==> src/rtl/fft_pkg.sv <==
// rtl/fft_pkg.sv - shared loader constants, state codes and bit-reverse helper
package fft_pkg;

    localparam int N_POINTS = 2048;
    localparam int IDX_W    = 11;

    typedef logic [2:0] state_t;

    localparam state_t ST_IDLE  = 3'd0;
    localparam state_t ST_FILL  = 3'd1;
    localparam state_t ST_GAP   = 3'd2;
    localparam state_t ST_START = 3'd3;
    localparam state_t ST_WAIT  = 3'd4;

    function automatic logic [IDX_W-1:0] bitrev(input logic [IDX_W-1:0] v);
        logic [IDX_W-1:0] r;
        for (int i = 0; i < IDX_W; i++) begin
            r[i] = v[IDX_W-1-i];
        end
        return r;
    endfunction

endpackage

==> src/rtl/fft_loader_addr_gen.sv <==
// rtl/fft_loader_addr_gen.sv - frame sample counter and bank/address decode
// FFT_LOAD_BITREV_EN selects bit-reversed write ordering.
module fft_load_addr_gen
    import fft_pkg::*;
#(
    parameter int AW    = 9,
    parameter int NBANK = 4
) (
    input  logic             clk,
    input  logic             rst_n,
    input  logic             accept,
    output logic             idx_last,
    output logic [AW-1:0]    addr,
    output logic [NBANK-1:0] we_onehot
);

    localparam logic [IDX_W-1:0] IDX_LAST = IDX_W'(N_POINTS - 1);

    logic [IDX_W-1:0] idx_q, idx_d;
    logic [IDX_W-1:0] widx;

    assign idx_last = (idx_q == IDX_LAST);

    always_comb begin
        idx_d = idx_q;
        if (accept) begin
            idx_d = idx_last ? '0 : idx_q + 1'b1;
        end
    end

    always_comb begin
`ifdef FFT_LOAD_BITREV_EN
        widx = bitrev(idx_q);
`else
        widx = idx_q;
`endif
    end

    assign addr      = widx[AW-1:0];
    assign we_onehot = NBANK'(1) << widx[IDX_W-1:AW];

    always_ff @(posedge clk or negedge rst_n) begin
        if (!rst_n) begin
            idx_q <= '0;
        end else begin
            idx_q <= idx_d;
        end
    end

endmodule

==> src/rtl/fft_loader.sv <==
// rtl/fft_loader.sv - streams one ADC frame into fft_top input banks and sequences START/DONE
// Optional FFT_LOAD_BITREV_EN (in fft_load_addr_gen) writes in bit-reversed order.
module fft_loader
    import fft_pkg::*;
#(
    parameter int DW        = 16,
    parameter int AW        = 9,
    parameter int NBANK     = 4,
    parameter int START_DLY = 2
) (
    input  logic             iCLK,
    input  logic             iRESET,
    input  logic             iARM,
    input  logic [DW-1:0]    iDATA,
    input  logic             iVALID,
    output logic             oREADY,
    output logic [DW-1:0]    oDATA,
    output logic [AW-1:0]    oADDR,
    output logic [NBANK-1:0] oWE,
    output logic             oSTART,
    input  logic             iRDY,
    output logic             oBUSY,
    output logic             oDONE,
    output logic             oDROP
);

    localparam int GW = $clog2(START_DLY + 1);

    state_t           state_q, state_d;
    logic [GW-1:0]    gcnt_q, gcnt_d;
    logic [DW-1:0]    data_q, data_d;
    logic [AW-1:0]    addr_q, addr_d;
    logic [NBANK-1:0] we_q, we_d;
    logic             rdy_q, rdy_d;
    logic             done_q, done_d;
    logic             drop_q, drop_d;

    logic             accept;
    logic             idx_last;
    logic [AW-1:0]    gen_addr;
    logic [NBANK-1:0] gen_we;

    assign oREADY = (state_q == ST_FILL);
    assign oBUSY  = (state_q != ST_IDLE);
    assign oSTART = (state_q == ST_START);
    assign oDATA  = data_q;
    assign oADDR  = addr_q;
    assign oWE    = we_q;
    assign oDONE  = done_q;
    assign oDROP  = drop_q;
    assign accept = iVALID & oREADY;

    fft_load_addr_gen #(
        .AW    (AW),
        .NBANK (NBANK)
    ) u_addr_gen (
        .clk       (iCLK),
        .rst_n     (iRESET),
        .accept    (accept),
        .idx_last  (idx_last),
        .addr      (gen_addr),
        .we_onehot (gen_we)
    );

    always_comb begin
        state_d = state_q;
        gcnt_d  = gcnt_q;
        done_d  = 1'b0;
        rdy_d   = iRDY;
        case (state_q)
            ST_IDLE: if (iARM) state_d = ST_FILL;
            ST_FILL: begin
                if (accept && idx_last) begin
                    state_d = ST_GAP;
                    gcnt_d  = '0;
                end
            end
            ST_GAP: begin
                if (gcnt_q == GW'(START_DLY - 1)) state_d = ST_START;
                else                              gcnt_d  = gcnt_q + 1'b1;
            end
            ST_START: state_d = ST_WAIT;
            ST_WAIT: begin
                // Only a fresh rising edge counts; a level left high by the previous frame must not.
                if (iRDY && !rdy_q) begin
                    state_d = ST_IDLE;
                    done_d  = 1'b1;
                end
            end
            default: state_d = ST_IDLE;
        endcase
    end

    always_comb begin
        data_d = accept ? iDATA : data_q;
        addr_d = accept ? gen_addr : addr_q;
        we_d   = accept ? gen_we : '0;
        drop_d = iVALID & ~oREADY;
    end

    always_ff @(posedge iCLK or negedge iRESET) begin
        if (!iRESET) begin
            state_q <= ST_IDLE;
            gcnt_q  <= '0;
            data_q  <= '0;
            addr_q  <= '0;
            we_q    <= '0;
            rdy_q   <= 1'b0;
            done_q  <= 1'b0;
            drop_q  <= 1'b0;
        end else begin
            state_q <= state_d;
            gcnt_q  <= gcnt_d;
            data_q  <= data_d;
            addr_q  <= addr_d;
            we_q    <= we_d;
            rdy_q   <= rdy_d;
            done_q  <= done_d;
            drop_q  <= drop_d;
        end
    end

endmodule

==> config.mk <==
export PLATFORM = sky130hd
export DESIGN_NAME = fft_loader
export DESIGN_NICKNAME = d
export VERILOG_FILES = /design/src/rtl/fft_pkg.sv /design/src/rtl/fft_loader_addr_gen.sv /design/src/rtl/fft_loader.sv
export SDC_FILE = /design/constraint.sdc
export NUM_CORES = 1
export LEC_CHECK = 0
export ABC_AREA = 1
export CORE_ASPECT_RATIO = 0.7
export CORE_UTILIZATION = 35
export DETAILED_ROUTE_END_ITERATION = 6
export MAX_ROUTING_LAYER = met4
export SYNTH_ARGS = -nofsm -noshare
export SYNTH_HDL_FRONTEND = slang
export SYNTH_HIERARCHICAL = 1
export SYNTH_SLANG_ARGS = --single-unit
==> constraint.sdc <==
create_clock -name iCLK -period 2.2 [get_ports iCLK]
set_input_delay 0.44 -clock iCLK [delete_from_list [all_inputs] [get_ports iCLK]]
set_output_delay 0.44 -clock iCLK [all_outputs]
set_load 0.05 [all_outputs]
---- Word-level counts from Yosys, hierarchy flattened ----
Index checks and enable logic that the tools add are counted.
Widths: inputs -> output; s select.
word-level totals
  input bits .............................. 21
  flip-flop bits (word level) ............. 48
  logic and storage cells ................. 46
  output and inout port bits .............. 34
operators by class
  equality and inequality tests ........... 11
  reductions and logical operators ........ 8
  mux-type cells .......................... 12
  shifts and indexed selects .............. 1
  bitwise logic cells ..................... 3
  $add $sub $neg .......................... 2
operators by type and width
  cell                   number
  $pmux 3 s5             1
  $mux 3                 4
  $add 11x1->11 const B  1
  $eq 11x11->1 const B   1
  $mux 11                1
  $ne 2x2->1 const B     4
  $eq 3x2->1 const B     2
  $mux 2                 2
  $mux 4                 1
  $pmux 2 s2             1
  $reduce_and 4->1       1
  $shl 1x2->4 const A    1
  $eq 3x1->1 const B     1
  $eq 3x3->1 const B     1
  $logic_not 3->1        1
  $reduce_and 3->1       1
  $reduce_bool 3->1      1
  $add 2x1->2 const B    1
  $and 1x1->1            2
  $eq 2x1->1 const B     1
  $logic_and 1x1->1      2
  $mux 1                 2
  $ne 2x1->1 const B     1
  $reduce_bool 2->1      1
  2 further kinds        2

---- Depth between registers and ports, before layout ----
Gate-level depths: netlist of the first run.
  depth after elaboration ................. 5
  gate-level depth with buffers ........... 15
  gate-level depth less buffers ........... 13

---- By module ----
The synthesis of the first run kept the hierarchy.
by module, submodules not included
  module             sequential area each (um2)  instances  area each (um2)  cells an instance
  fft_loader         925.9                       1          1490.2           170
  fft_load_addr_gen  275.3                       1          752.0            99

---- Least setup slack after synthesis of the first run ----
Ideal clock, no wire load.
  path type ............................... reg2reg
  from .................................... register state_q[2]
  to ...................................... register u_addr_gen.idx_q[3]
  required time ........................... 2087 ps
  library setup time ...................... 113 ps
  clock period less this slack ............ 1884 ps
  slack ................................... 316 ps
  path buffers ............................ 2
  arrival ................................. 1771 ps
  stages on the path, launching flop included .. 15
  cells stage by stage .................... dfrtp_1 nor2_4 nand2_2 inv_2 nand2_4 inv_4 buf_4 buf_4 nand2_1 inv_1 nand2_4 nor2_4 nand2_1 nand2_1 inv_1
on the way
  cells in the longest elaborated chain, start to end .. 2
ends and longest elaborated chain
  item                      line                       RTL
  start: declaration        fft_loader.sv:29           state_t state_q, state_d;
  start signal: assignment  fft_loader.sv:112          state_q <= state_d;
  $eq 3x1->1                fft_loader.sv:43           assign oREADY = (state_q == ST_FILL);
  named net oREADY          fft_loader.sv:16           output logic oREADY,
  $and 1x1->1               fft_loader.sv:51           assign accept = iVALID & oREADY;
  named net accept          fft_loader.sv:38           logic accept;
  end signal: assignment    fft_loader_addr_gen.sv:46  idx_q <= idx_d;
  end: declaration          fft_loader_addr_gen.sv:19  logic [IDX_W-1:0] idx_q, idx_d;
The timed path passes the listed nets, and every way through them passes these cells.
A chain may end at the register's enable or synchronous reset.

---- Final worst setup path of the first run ----
  from .................................... register data_q[14], in the netlist oDATA[14]
  to ...................................... output oDATA[14]
RTL lines
  item                      line               RTL
  start: declaration        fft_loader.sv:31   logic [DW-1:0] data_q, data_d;
  start signal: assignment  fft_loader.sv:114  data_q <= data_d;
  end: declaration          fft_loader.sv:17   output logic [DW-1:0] oDATA,
No word-level cell between the ends.

==> results.ini, run 1 <==
[yosys]
syn_inst=269
synth_seq_cells=48
ys_seq_area_share_pct=53.6
syn_avg_cell_area_sq_um=8.34
ys_types=24
syn_nets=292
syn_area_sq_um=2240
ys_warn_count=6

[final_layout]
utilization_pct=49.1
area_delta_synth_final_pct=30.4
final_cell_mix=nand2_1 (115), clkdlybuf4s50_1 (50), dfrtp_1 (48)
nNetsFinal=341
nFillCells=587
final_common_cell=nand2_1
antenna_cells=0
drive_above_1_share_pct=9.40

[global_routing]
top_usage_layer=met2
track_usage_pct=15.2
met2_usage_pct=22.3
grt_pass1_vias=1633
overflow=0
antenna_found_initial=0
grt_pass1_wl_microns=7710
grt_max_degree=30
use_met3_pct=3.93
use_met1_pct=20.7

[floorplanning]
pin_count=55
rows=23
die-area_sq_um=6740
core_area_sq_um=5960
die_x_microns=97.7
start_util_pct=37.6
die_h_microns=69.0

[critical_path]
critPathLaunchType=flip-flop
crit_required_ns=1.76
end_kind=primary output
crit_path_top_delay_cell=clkdlybuf4s50_1
cp_top_family=buffers and inverters
critical_path_class=reg -> out
crit_chain=clkdlybuf4s50_1
cp_data_arrival_time_ns=1.48
slowest_delay_ns=0.81
crit_fanout=2
cp_num_buf_inv=1

[clocking]
cts_resized=0
ctsRootBufferMaster=clkbuf_8
cts_sinks=48
cts_tree=built
postCtsHoldBufs=0
cts_buffers=5
cts.clk_slew.worst_paths_ns=0.10
clockBufferDepth=2
insertion_delay_ns=0.30
h-tree-depth=2
cts_setup_buffers=0

[timing]
fin_ws_ns=0.278
finalCriticalPeriod_ns=1.92
timing.slew.headroom_pct=61.9
hold_violations=0
fin_skew_ns=0.00871
slew_viol_final=0
worst_slew_pin_slew_ns=0.572
setup_viol=0
fin_crit_sh_pct=87.3
final.setup.tns_ns=0
rsz0062_at_grt=no
fmax_mhz=520

[route]
vias_per_cell=4.34
wirelength_microns=4490
post-route-drc-count=8
vias=1711
drtIter0Drc=96
drtPass1Iterations=6
ant_nets=0
wl_per_cell_microns=11.4

[power_and_ir_drop]
vdd_drop_max_mv=0.483
p_leak_uw=0.00153
power_density_nw_per_um2=1390

[worst_hold_path]
hp-class=in -> async

[place]
pre_cts_ws_ns=0.321
numPortBuffers=54
routabilityCongestion=0.924
hpwl_microns=3250

[run]
cap_violations=0

[outcome]
violations=design-rule violations
status=finished with violations

## synth_stat cells
cell type	instances	area share [%]
nand2_4	2	1.0
nand3_1	9	2.0
xor2_1	4	1.6
buf_2	1	0.22
buf_4	13	4.4
inv_4	1	0.28
o21a_1	1	0.33
ha_1	2	1.1
nor3_1	2	0.45
inv_2	2	0.33
buf_6	2	1.0
dfrtp_1	48	54
nand3_2	1	0.45
o21ai_0	4	0.89
nor2_2	2	0.56
nor2_4	3	1.5
xor2_2	1	0.73
nand2_2	2	0.56
nand3b_1	1	0.33
nor2_1	21	3.5
inv_1	28	4.7
nand2_1	115	19
nor3_2	1	0.45
nand4_1	3	0.84
## through the flow
stage	std cells	instance area (sq um)	total power, uW	hold WS, ns
5_1_grt	394	2920	4340	0.164
2_1_floorplan	269	2240	2770	0.144
3_5_place_dp	386	2780	3340	0.465
6_report	394	2920	4070	0.122
3_3_place_gp	386	2780	3320	0.461
4_1_cts	394	2920	4120	0.144
## power by group
part / internal (uW) / leakage (uW) / switching, uW
sequential: 1150 / 0.000615 / 200
clock: 458 / 0.0000687 / 313
combinational: 623 / 0.000845 / 1320
## state kept, by name, summed over array words and instances (netlist names)
register          count
gcnt_q                2
oWE                   4
u_addr_gen/idx_q     11
oDATA                16
oDONE                 1
rdy_q                 1
oADDR                 9
oDROP                 1
state_q               3
## per-layer routing
| metal | vias to the layer above | part of all wire, % |
|---|---|---|
| li1 | 894 | - |
| met1 | 776 | 53 |
| met2 | 39 | 41 |
| met3 | 2 | 5.7 |
| met4 | 0 | 0.76 |
| met5 | - | 0 |
## final cells by class
| cell class | instances | area [sq um] | area share, % |
|---|---|---|---|
| inverter | 31 | 119 | 4.07 |
| clock inverter | 3 | 68.8 | 2.35 |
| clock buffer | 5 | 68.8 | 2.35 |
| tap | 75 | 93.8 | 3.21 |
| multi-input combinational | 174 | 797 | 27.3 |
| timing repair buffer | 58 | 576 | 19.7 |
| sequential | 48 | 1200 | 41.1 |
## logic make-up (layout without fill, tap and decap cells)
kind of cell	count (synthesis)	in the layout	synth area share (%)
flip-flops	48	48	53.6
AND/OR/NAND/NOR	162	162	30.9
XOR/XNOR	5	5	2.29
buffers and inverters	47	97	10.9
adder cells (fa/ha/maj)	2	2	1.12
AO/OA/AOI/OAI	5	5	1.23
## worst paths after layout
| kind | from | to | slack, ns | cells after the start |
|---|---|---|---|---|
| max | oDATA[14] | oDATA[14] | 0.28 | 1 |
| min | iRESET | u_addr_gen/idx_q[3] | 0.12 | 1 |
| max reg2reg | u_addr_gen/idx_q[0] | gcnt_q[0] | 0.35 | 10 |
| min reg2reg | oADDR[6] | oADDR[6] | 0.48 | 2 |
| max in group asynchronous | iRESET | u_addr_gen/idx_q[7] | 1.55 | 2 |
| min in group iCLK | oADDR[6] | oADDR[6] | 0.48 | 2 |
No activity file was read; power rests on OpenSTA's default activity.
==> run 2: changes to the inputs <==
Settings changed: CORE_UTILIZATION 35 to 49, PLACE_DENSITY from default to 0.79.
==> run 2 against run 1 <==
  * The flow now finishes without violations
  * Maximum frequency fell by 2.0%
  * Global-route usage rose by 5.7 points
  * Non-clock buffer count fell by 1
  * Clock skew fell by 0.00094 ns
  * Worst hold slack got worse by 0.0037 ns
  * First-iteration DRC count rose by 13%
  * Critical path depth rose by 2
  * Die area fell by 28%
  * Sequential power barely moved
  * Largest power group unchanged
==> results.ini, run 2 (synthesis results as in run 1) <==
[global_routing]
antenna_found_initial=0
grt_pass1_vias=1708
grt_max_degree=30
track_usage_pct=21.0
overflow=0
grt_pass1_wl_microns=7860

[floorplanning]
pin_count=55
die-area_sq_um=4850
start_util_pct=51.5
core_area_sq_um=4350
die_x_microns=82.9
rows=20
die_h_microns=58.6

[final_layout]
antenna_cells=0
drive_above_1_share_pct=8.83
area_delta_synth_final_pct=26.7
final_cell_mix=nand2_1 (115), clkdlybuf4s50_1 (50), dfrtp_1 (48)
fin_cells=372
nNetsFinal=340
largest_reg_flops=16
final_common_cell=nand2_1

[clocking]
insertion_delay_ns=0.29
cts.clk_slew.worst_paths_ns=0.08
ctsRootBufferMaster=clkbuf_8
clockBufferDepth=2
cts_tree=built
h-tree-depth=2
cts_buffers=5
cts_sinks=48

[timing]
fin_ws_ns=0.239
worst_slew_pin_slew_ns=0.528
slew_viol_final=0
rsz0062_at_grt=no
fmax_mhz=510
finalCriticalPeriod_ns=1.96
final.setup.tns_ns=0
fin_skew_ns=0.00777
setup_viol=0
fin_crit_sh_pct=89.2
timing.slew.headroom_pct=64.8
hold_violations=0

[run]
cap_violations=0

[critical_path]
rrSetupSlack_ns=0.32
cp_data_arrival_time_ns=1.52
critPathLaunchType=flip-flop
end_kind=primary output
r2r_start=u_addr_gen/idx_q[0]
crit_fanout=5
r2r_end=gcnt_q[0]
critical_path_class=reg -> out
r2r_cells=10
crit_required_ns=1.76

[worst_hold_path]
hp-class=in -> async

[place]
dp_cells=365
routabilityCongestion=0.924
hpwl_microns=3280
numPortBuffers=54
pre_cts_ws_ns=0.292

[power_and_ir_drop]
p_leak_uw=0.00150
power_density_nw_per_um2=1340
vdd_drop_max_mv=0.820

[route]
wl_per_cell_microns=12.0
drt-met1-wl_microns=2300
route.met3.wl_microns=206
wirelength_microns=4450
drtIter0Drc=108
ant_nets=0
dr.max_layer_used=met4
post-route-drc-count=0
met2_length_microns=1910
vias_per_cell=4.74
drtPass1Iterations=4
vias=1763

[outcome]
status=completed

[run 2: layer usage]
| layer | up-vias | track usage (%) |
|---|---|---|
| li1 | 891 | - |
| met1 | 824 | 29.3 |
| met2 | 43 | 31.9 |
| met3 | 5 | 4.63 |
| met4 | 0 | 4.68 |
| met5 | - | - |
[run 2: worst max-delay path: stages (launching register included)]
cell,delay [ns]
dfrtp_1,0.45
nor2_1,0.25
nand2_1,0.09
dlygate4sd2_1,0.43
[run 2: worst max-delay path by stage]
stage / to / start / cells past startpoint
finish: oBUSY / state_q[2] / 3
global route: gcnt_q[0] / u_addr_gen/idx_q[0] / 10
CTS: oBUSY / state_q[2] / 3
detailed placement: u_addr_gen/idx_q[9] / iVALID / 8
global placement: oBUSY / state_q[2] / 3
floorplan: u_addr_gen/idx_q[3] / state_q[2] / 14
[run 2: cell type report]
type	instances	area (sq um)
clock inverter	1	8.76
tap	55	68.8
timing repair buffer	57	564
inverter	31	119
fill	373	1510
sequential	48	1200
clock buffer	6	82.6
multi-input combinational	174	797
[run 2: where the power goes]
part / switching, uW / internal (uW)
clock: 271 / 251
combinational: 1330 / 610
sequential: 208 / 1150
[run 2: repair_timing]
item / in CTS / in global routing
endpoints found under the setup margin: 1 / 0
gates resized for setup: 1 / 0
setup buffers: 0 / 0
hold buffers: 0 / 0
[run 2: metrics by stage]
step	util [%]	total power, uW	hold slack, ns	cell area [sq um]
floorplan	-	2770	0.144	2240
global placement	63.2	3290	0.455	2750
detailed placement	63.2	3330	0.455	2750
CTS	65.3	3850	0.132	2840
global route	65.3	4070	0.152	2840
finish	65.3	3820	0.118	2840
==> run 3: changes to the inputs <==
Settings changed: GPL_TIMING_DRIVEN from default to 0.
==> run 3 against run 2 <==
  * Die area is the same
  * Worst hold slack lost 0.048 ns
  * Non-clock buffer count grew 14
  * Global-route usage shrank 0.71 points
  * Sequential power is essentially flat
  * Largest power group unchanged
  * Maximum frequency shrank 5.3%
  * Combinational power grew 6%
  * Clock-buffer cell count grew 1
  * Critical endpoint is now oREADY
  * Core utilization grew 2.7 points
  * Worst setup slack lost 0.11 ns
==> results.ini, run 3 (synthesis results as in run 1) <==
[power_and_ir_drop]
vdd_drop_max_mv=0.801
power_density_nw_per_um2=1330
p_leak_uw=0.00158

[critical_path]
cp_top_family=buffers and inverters
r2r_start=state_q[2]
crit_path_top_delay_cell=dlygate4sd2_1
end_kind=primary output
crit_start=state_q[2]
r2r_cells=12
crit_path_end=oREADY
crit_chain=nor2_4 > nand2_2 > inv_2 > dlygate4sd2_1
critical_path_class=reg -> out
worst-path-stages=4
rrSetupSlack_ns=0.23
critPathLaunchType=flip-flop
r2r_end=u_addr_gen/idx_q[9]
cp_num_buf_inv=2
cp_data_arrival_time_ns=1.63
crit_fanout=5
crit_required_ns=1.76
slowest_delay_ns=0.54

[route]
wl_per_cell_microns=11.4
vias=1787
drtIter0Drc=82
vias_per_cell=4.62
drtPass1Iterations=4
post-route-drc-count=0
ant_nets=0
wirelength_microns=4400

[final_layout]
antenna_cells=0
area_delta_synth_final_pct=32.0
utilization_pct=68.0
nNetsFinal=354
largest_reg_flops=16
drive_above_1_share_pct=12.0
final_common_cell=nand2_1
fin_cells=387
final_cell_mix=nand2_1 (115), clkdlybuf4s50_1 (50), dfrtp_1 (48)

[place]
routabilityCongestion=0.891
numPortBuffers=54
hpwl_microns=3230
dp_cells=379

[clocking]
postCtsHoldBufs=0
cts.clk_slew.worst_paths_ns=0.08
h-tree-depth=2
ctsRootBufferMaster=clkbuf_8
cts_resized=2
cts_sinks=48
cts_setup_buffers=0
insertion_delay_ns=0.29
cts_buffers=5
cts_tree=built
clockBufferDepth=2

[timing]
final.setup.tns_ns=0
fin_crit_sh_pct=94.2
fin_skew_ns=0.00516
timing.slew.headroom_pct=64.9
fmax_mhz=483
hold_violations=0
rsz0062_at_grt=no
setup_viol=0
whs_ns=0.0701
slew_viol_final=0
worst_slew_pin_slew_ns=0.524
finalCriticalPeriod_ns=2.07

[floorplanning]
pin_count=55
die_h_microns=58.6
die_x_microns=82.9
rows=20
core_area_sq_um=4350
start_util_pct=51.5
die-area_sq_um=4850

[global_routing]
grt_pass1_vias=1725
grt_max_degree=32
antenna_found_initial=0
overflow=0
track_usage_pct=20.3
grt_pass1_wl_microns=7660

[run]
cap_violations=0

[worst_hold_path]
hp-class=in -> async

[outcome]
status=completed

==> run 3: layout make-up <==
type	count	area, sq um
fillers	371	1390
inverters	31	119
well taps	55	68.8
flip-flops and latches	48	1200
repair buffers	55	556
plain buffers	16	125
clock inverters	1	7.51
clock buffers	7	86.3
multi-input cells	174	797
==> run 3: how the worst min path moves through the flow <==
stage	startpoint	end	slack, ns
finish	iRESET	u_addr_gen/idx_q[0]	0.07
global route	iRESET	oADDR[7]	0.09
CTS	iRESET	oADDR[7]	0.08
detailed placement	iRESET	u_addr_gen/idx_q[0]	0.40
global placement	oADDR[4]	oADDR[4]	0.46
floorplan	iRESET	gcnt_q[0]	0.14
==> run 3: report_power, final <==
group          switching [uW]  leakage, uW  internal [uW]  total (uW)
combinational            1360     0.000916            694        2060
sequential                189     0.000615           1150        1340
clock                     280    0.0000445            256         535
total                    1830      0.00158           2100        3930
==> run 3: through the flow <==
stage,cell area [sq um],total power (uW),worst slack (ns)
after global placement,2850,3380,-0.651
final,2960,3930,0.129
after floorplan,2240,2770,0.316
after CTS,2960,3960,0.000953
after global routing,2960,4170,0.0752
after detailed placement,2870,3430,-0.00808
==> run 3: worst register-to-register path: cells and delay by family, from the launching register on <==
family / cells / cell delay (ns)
DFF: 1 / 0.46
and+or+nand+nor: 7 / 0.76
buffers and inverters: 5 / 0.64
==> run 3: layer usage <==
metal  GRT usage, %  vias to the layer above  wire, microns  share of wire, %
li1               -                      918              -                 -
met1           28.1                      823           2330                53
met2           31.3                       41           1840                42
met3           4.63                        5            198               4.5
met4           3.69                        0             23              0.52
met5              -                        -              0                 0
